==> config.mk <==
export PLATFORM = sky130hd
export DESIGN_NAME = mem_port_arbiter
export DESIGN_NICKNAME = d
export VERILOG_FILES = /design/src/rtl/mem_port_arbiter.sv
export SDC_FILE = /design/constraint.sdc
export NUM_CORES = 1
export LEC_CHECK = 0
export CAP_MARGIN = 5
export CORE_ASPECT_RATIO = 1.4
export CORE_MARGIN = 2
export CORE_UTILIZATION = 38
export CTS_BUF_LIST = sky130_fd_sc_hd__clkbuf_4
export DETAILED_ROUTE_END_ITERATION = 8
export PLACE_DENSITY_LB_ADDON = 0.1
export SLEW_MARGIN = 20
export SYNTH_ARGS = -nofsm -noshare
export SYNTH_HDL_FRONTEND = slang
export SYNTH_SLANG_ARGS = --single-unit
export TNS_END_PERCENT = 1
==> constraint.sdc <==
create_clock -name clk_i -period 1.9 [get_ports clk_i]
set_clock_uncertainty 0.2 [all_clocks]
set_input_delay 0.19 -clock clk_i [delete_from_list [all_inputs] [get_ports clk_i]]
set_output_delay 0.19 -clock clk_i [all_outputs]
set_load 0.02 [all_outputs]
==> src/rtl/mem_port_arbiter.sv <==
// Arbitrates a single-ported unified memory between the instruction-fetch and data ports.
// One access at a time, registered memory handshake, one-cycle ready pulse per access.
//
// state   | meaning
// --------+-----------------------------------------------------------
// IDLE    | no access in flight; arbitrate sampled requests
// BUSY_I  | fetch access driven on memory side, waiting for mem_ack_i
// BUSY_D  | data access driven on memory side, waiting for mem_ack_i
// RESP    | one-cycle ready pulse to the served port, no arbitration
`timescale 1ns/1ps
module mem_port_arbiter #(
    parameter int ADDR_W       = 32,
    parameter int DATA_W       = 32,
    parameter int D_STREAK_MAX = 4,
    parameter int TIMEOUT      = 64
) (
    input  logic              clk_i,
    input  logic              rst_i,
    input  logic              i_req_i,
    input  logic [ADDR_W-1:0] i_addr_i,
    output logic [DATA_W-1:0] i_rdata_o,
    output logic              i_ready_o,
    output logic              i_stall_o,
    input  logic              d_req_i,
    input  logic              d_we_i,
    input  logic [ADDR_W-1:0] d_addr_i,
    input  logic [DATA_W-1:0] d_wdata_i,
    output logic [DATA_W-1:0] d_rdata_o,
    output logic              d_ready_o,
    output logic              d_stall_o,
    output logic              mem_req_o,
    output logic              mem_we_o,
    output logic [ADDR_W-1:0] mem_addr_o,
    output logic [DATA_W-1:0] mem_wdata_o,
    input  logic              mem_ack_i,
    input  logic [DATA_W-1:0] mem_rdata_i,
    output logic              err_o
);

    localparam logic [1:0] ST_IDLE   = 2'd0;
    localparam logic [1:0] ST_BUSY_I = 2'd1;
    localparam logic [1:0] ST_BUSY_D = 2'd2;
    localparam logic [1:0] ST_RESP   = 2'd3;

    localparam int SW = $clog2(D_STREAK_MAX + 1);
    localparam int TW = $clog2(TIMEOUT + 1);
    localparam logic [SW-1:0] STREAK_MAX = SW'(D_STREAK_MAX);
    localparam logic [TW-1:0] TMO_LOAD   = TW'(TIMEOUT - 1);

    logic [1:0]    state;
    logic [SW-1:0] streak;
    logic [TW-1:0] tmo_cnt;
    logic          grant_i;
    logic          grant_d;

    // Data port wins ties until it has starved fetch for D_STREAK_MAX grants in a row.
    assign grant_d = d_req_i & (~i_req_i | (streak != STREAK_MAX));
    assign grant_i = i_req_i & ~grant_d;

    assign i_stall_o = i_req_i & ~i_ready_o;
    assign d_stall_o = d_req_i & ~d_ready_o;

    always_ff @(posedge clk_i) begin
        if (!rst_i) begin
            state       <= ST_IDLE;
            streak      <= '0;
            tmo_cnt     <= '0;
            mem_req_o   <= 1'b0;
            mem_we_o    <= 1'b0;
            mem_addr_o  <= '0;
            mem_wdata_o <= '0;
            i_ready_o   <= 1'b0;
            i_rdata_o   <= '0;
            d_ready_o   <= 1'b0;
            d_rdata_o   <= '0;
            err_o       <= 1'b0;
        end else begin
            case (state)
                ST_IDLE: begin
                    i_ready_o <= 1'b0;
                    d_ready_o <= 1'b0;
                    i_rdata_o <= '0;
                    d_rdata_o <= '0;
                    if (grant_d) begin
                        state       <= ST_BUSY_D;
                        mem_req_o   <= 1'b1;
                        mem_we_o    <= d_we_i;
                        mem_addr_o  <= d_addr_i;
                        mem_wdata_o <= d_wdata_i;
                        tmo_cnt     <= TMO_LOAD;
                        if (i_req_i) begin
                            if (streak != STREAK_MAX) streak <= streak + 1'b1;
                        end else begin
                            streak <= '0;
                        end
                    end else if (grant_i) begin
                        state       <= ST_BUSY_I;
                        mem_req_o   <= 1'b1;
                        mem_we_o    <= 1'b0;
                        mem_addr_o  <= i_addr_i;
                        mem_wdata_o <= '0;
                        tmo_cnt     <= TMO_LOAD;
                        streak      <= '0;
                    end
                end
                ST_BUSY_I, ST_BUSY_D: begin
                    // An ack in the last allowed cycle still completes normally.
                    if (mem_ack_i || (tmo_cnt == '0)) begin
                        mem_req_o <= 1'b0;
                        state     <= ST_RESP;
                        if (state == ST_BUSY_I) begin
                            i_ready_o <= 1'b1;
                            i_rdata_o <= mem_ack_i ? mem_rdata_i : '0;
                        end else begin
                            d_ready_o <= 1'b1;
                            d_rdata_o <= (mem_ack_i && !mem_we_o) ? mem_rdata_i : '0;
                        end
                        if (!mem_ack_i) err_o <= 1'b1;
                    end else begin
                        tmo_cnt <= tmo_cnt - 1'b1;
                    end
                end
                ST_RESP: begin
                    state     <= ST_IDLE;
                    i_ready_o <= 1'b0;
                    d_ready_o <= 1'b0;
                    i_rdata_o <= '0;
                    d_rdata_o <= '0;
                end
                default: state <= ST_IDLE;
            endcase
        end
    end

endmodule

# Yosys cells after proc, flatten, opt, wreduce, memory -nomap -nowiden

Index checks and enable logic that the tools add are counted.
Widths: inputs -> output; s select.

Register bits: 145
Input port bits: 134

Add/subtract/negate cells: 2
Reductions and logical operators: 17
Multiplexer cells: 36
Equal/unequal tests: 10
Bitwise gates (word level): 10

Operators with widths:

| kind                | number |
|---|---|
| $mux 32             | 10 |
| $pmux 32 s2         | 2 |
| $mux 7              | 3 |
| $pmux 7 s2          | 1 |
| $mux 3              | 4 |
| $reduce_and 3->1    | 4 |
| $mux 1              | 9 |
| $ne 2x2->1 const B  | 4 |
| $reduce_and 2->1    | 4 |
| $logic_not 7->1     | 1 |
| $sub 7x1->7 const B | 1 |
| $mux 2              | 3 |
| $ne 3x3->1 const B  | 2 |
| $pmux 1 s2          | 3 |
| $pmux 2 s3          | 1 |
| $not 1->1           | 5 |
| $and 1x1->1         | 4 |
| $eq 2x2->1 const B  | 2 |
| $reduce_bool 2->1   | 2 |
| $reduce_or 2->1     | 2 |
| $add 3x1->3 const B | 1 |
| $ne 3x2->1 const B  | 1 |
| $eq 2x1->1 const B  | 1 |
| $logic_not 2->1     | 1 |
| 4 further kinds     | 4 |

# Depth between registers and ports, before layout

Depth in word-level cells: 8
Mapped depth: 9

# Worst setup path after synthesis

Ideal clock, no wire load.

Path kind: register to register
Start point: reg state[0]
End point: reg tmo_cnt[2]
Slack: -127 ps
Stages on the path, launching flop included: 8
Data arrival time: 1736 ps
Path through: dfxtp_1 inv_1 ha_1 and2_1 buf_2 nor3_1 a31oi_1 a311oi_1

Cells in the longest elaborated chain, start to end: 4
Elaborated cells between the ends (all ways): 9
Classes of those cells: 4 x eq/ne; 1 x mux; 4 x reduce/logical

Ends and longest elaborated chain:

| what                                                             | line | source |
|---|---|---|
| start, declared                                                  | 50   | `logic [1:0] state;` |
| start signal, assigned                                           | 65   | `state <= ST_IDLE;` |
| start signal, assigned                                           | 85   | `state <= ST_BUSY_D;` |
| start signal, assigned                                           | 97   | `state <= ST_BUSY_I;` |
| $eq 2x1->1 / $eq 2x2->1 (equally long branches)                  | 78   | `case (state)` |
| $reduce_or 2->1                                                  | 78   |  |
| $ne 2x2->1 (no line) / $reduce_bool 2->1 (equally long branches) | --   |  |
| $reduce_and 3->1 (no line)                                       | --   |  |
| end signal, assigned                                             | 120  | `tmo_cnt <= tmo_cnt - 1'b1;` |
| end, declared                                                    | 52   | `logic [TW-1:0] tmo_cnt;` |

Several ways; a longest one is shown, not always the timed one.
A chain may end at the register's enable or synchronous reset.

# Worst setup path in the final report

Start point: reg state[0]
End point: reg i_rdata_o[24]

Cells in the longest elaborated chain, start to end: 4
Elaborated cells between the ends (all ways): 10
Classes of those cells: 5 x eq/ne; 1 x mux; 4 x reduce/logical

Ends and longest elaborated chain:

| what                                            | line    | source |
|---|---|---|
| $eq 2x1->1 / $eq 2x2->1 (equally long branches) | 78, 111 |  |
| $reduce_or 2->1                                 | 78      |  |
| $ne 2x2->1 (no line)                            | --      |  |
| $reduce_and 2->1 (no line)                      | --      |  |
| end signal, assigned                            | 113     | `i_rdata_o <= mem_ack_i ? mem_rdata_i : '0;` |
| end, declared                                   | 21      | `output logic [DATA_W-1:0] i_rdata_o,` |

Several ways; a longest one is shown, not always the timed one.

==> results.md <==
- Status: finished, violations left
- Failing checks: setup timing
- DRC Markers: 0
- Vias in the first global route: 6633
- Synth Instances: 675
- Fillers: 1259
- Asr flop ratio synth: 0%
- Tmin final: 1960 ps
- YS warnings: 0
- Static leakage: 4.43 nW
- Slew Viols, Final: 0
- Final #Nets: 1187
- Pin count of the biggest net entering global routing: 68
- Slew HR: 75.3%
- Critical-path maximum fanout: 9
- Cells along the critical path: inv_2 -> ha_4 -> nor2b_4 -> a21boi_4 -> buf_6 -> nor2_4 -> buf_12 -> mux2i_1
- Worst-Skew Late Latency: 510 ps
- Crit-path slowest cell: dfxtp_2
- Detailed-route via count: 6400
- Final Hold Viols: 0
- Crit path required time: 2110 ps
- Routed WL: 20.1 mm
- Placed Area: 8790 um^2
- TritonCTS clock tree: built
- Post-synth EDFFs: 0
- Num CTS Buffers: 17
- Clk buf depth: 2
- Clk sink count: 145
- Total track usage: 24.2%
- Synthesized area: 5720 um^2
- IO Pins: 269
- Crit. End Element: flop
- Worst-Margin Slew: 371 ps
- Sequential share of the synthesized area: 50.8%
- Global-route wire length before repair: 31.3 mm
- Grt ovf: 0
- Chip Height: 149 um
- Reg2reg start: state[0]
- Top-count cell post-synth: nand2_1
- Fmax: 509 MHz
- Initial antenna violation count: 1
- Syn_nets: 815
- Reg2Reg Setup Slack: -60 ps
- Setup WS post-layout: -63.6 ps
- HPWL after detailed placement: 13.2 mm
- Pre-antenna DRT Iters: 6
- Clock-pin slew on the worst setup and hold paths: 130 ps
- Max incr delay on CP: 360 ps
- RePlAce Congestion: 0.798
- Yosys reg bits: 145
- Synth top cells by count: 148 x nand2_1, 145 x dfxtp_1, 68 x a21oi_1
- Cell area power density: 1160 nW/um^2
- Post-Layout Inst Area: 10100 um^2
- Vias per Instance: 5.11
- Wirelength per Cell: 16.0 um
- Std-Cell Rows: 53
- WP data arrival: 2170 ps
- Cell variety after synth: 44
- Reg-to-Reg End: i_rdata_o[24]
- Synth top area cells: dfxtp_1 51%, nand2_1 9.7%, a21oi_1 6.0%
- Worst hold path endpoint: mem_addr_o[24]
- CTS Root Cell: clkbuf_4
- Final setup vio count: 32
- Min-Delay Startpoint: d_addr_i[24]
- DRT antenna net count: 0
- Maxcap violations: 0
- Layout cells sized above 1: 10.9%
- Post-Synthesis Mean Instance Area: 8.47 um^2
- Die Footprint: 16100 um^2
- Hold Crit Depth: 3
- Share of the synthesized area in the top cell type: 50.8%
- Pre-CTS WS: -138 ps
- Post-route clock period utilization: 103%
- Max VDD drop: 0.639 mV
- PnR Total Power: 11.7 mW
- Port Buffers: 268
- CORE AREA: 14900 um^2
- DR iter-0 viols: 242
- Reg2Reg Depth: 8
- H-tree depth: 4
- Hold WC Path Type: input pin to flop
- Crit start category: flop
- Synth area leader: dfxtp_1
- Main synth FF type: dfxtp_1
- Final core occ: 67.8%
- Area growth from synthesis to layout: 76.3%
- Worst hold-check slack: 60.2 ps
- Chip width: 108 um
- Initial core utilization: 38.5%
- Crit Path Category: flop to flop
- RSZ-0062 raised after global routing: true
placed cells by master (no fill, tap or decap), drive strengths merged, types with 2 or more instances in the layout:
| cell | count |
|---|---|
| nand2 | 148 |
| dfxtp | 145 |
| dlygate4sd2 | 135 |
| clkdlybuf4s50 | 132 |
| dlygate4sd3 | 94 |
| a21oi | 68 |
| o21ai | 61 |
| nand3 | 53 |
| buf | 48 |
| a31oi | 35 |
| a22o | 23 |
| mux2i | 18 |
| clkbuf | 18 |
| inv | 14 |
| nor2 | 10 |
| nor3 | 7 |
| ha | 6 |
| clkinv | 6 |
| nor2b | 5 |
| nor3b | 3 |
| o21a | 3 |
| nand4 | 2 |
| a211oi | 2 |
| o221a | 2 |
| clkinvlp | 2 |
| and2 | 2 |
| o211ai | 2 |
| a311oi | 2 |
layout make-up:
cell class              instances  area (um^2)  share of cell area (%)
inverters                       7         26.3                   0.261
clock inverters                15          125                    1.24
multi-input cells             466         2680                    26.6
diodes                          1         2.50                  0.0248
repair buffers                410         3970                    39.4
flip-flops and latches        145         2910                    28.8
clock buffers                  17          128                    1.27
well taps                     192          240                    2.38
how the worst max path moves through the flow:
stage | from | end | depth (start not counted)
global placement | tmo_cnt[0] | tmo_cnt[3] | 6
floorplan | state[0] | i_rdata_o[0] | 8
CTS | tmo_cnt[0] | i_rdata_o[25] | 7
finish | state[0] | i_rdata_o[24] | 8
detailed placement | state[0] | d_rdata_o[3] | 7
global route | state[0] | d_rdata_o[28] | 8
where the power goes:
part	switching [mW]	total, mW	internal [mW]
combinational	3.19	5.85	2.66
clock	1.23	1.78	0.557
sequential	0.363	4.04	3.68
total	4.78	11.7	6.90
through the flow:
step,TNS [ps],cells
6_report,-1280,1253
5_1_grt,-4400,1253
4_1_cts,-371,1246
3_5_place_dp,-11330,1118
3_3_place_gp,-4120,1118
2_1_floorplan,-3520,675
timing repair:
action / 4_1_cts / 5_1_grt
gates resized for setup: 150 / 35
endpoints found under the hold margin: 98 / 2
hold buffers: 92 / 2
gates cloned: 1 / 2
pin swaps: 4 / 30
endpoints found under the setup margin: 206 / 129
setup buffers: 3 / 2
flip-flops by register name (all words and copies together), names as in the netlist:
register,cells
mem_wdata_o,32
err_o,1
d_rdata_o,32
mem_addr_o,32
mem_we_o,1
i_rdata_o,32
mem_req_o,1
tmo_cnt,7
d_ready_o,1
streak,3
i_ready_o,1
state,2
layer usage:
metal	up-vias	part of all wire, %	global-route usage, %
li1	3114	-	-
met1	2995	38	25.0
met2	248	53	44.2
met3	43	7.0	7.56
met4	0	2.6	10.8
met5	-	0	0
kinds of logic after synthesis:
| family | after synthesis | synth area share [%] |
|---|---|---|
| simple gates | 239 | 18.8 |
| compound gates | 202 | 21.1 |
| flops | 145 | 50.8 |
| buf+inv | 65 | 4.86 |
| mux | 18 | 3.15 |
| fa+ha+maj | 6 | 1.31 |
critical path, delay by kind of cell (launching register included):
family          cells  cell delay (ps)
flops               1              360
mux                 1              120
fa+ha+maj           1              280
compound gates      1              360
buf+inv             3              370
simple gates        2              180
Power figures use the tool's default switching activity.
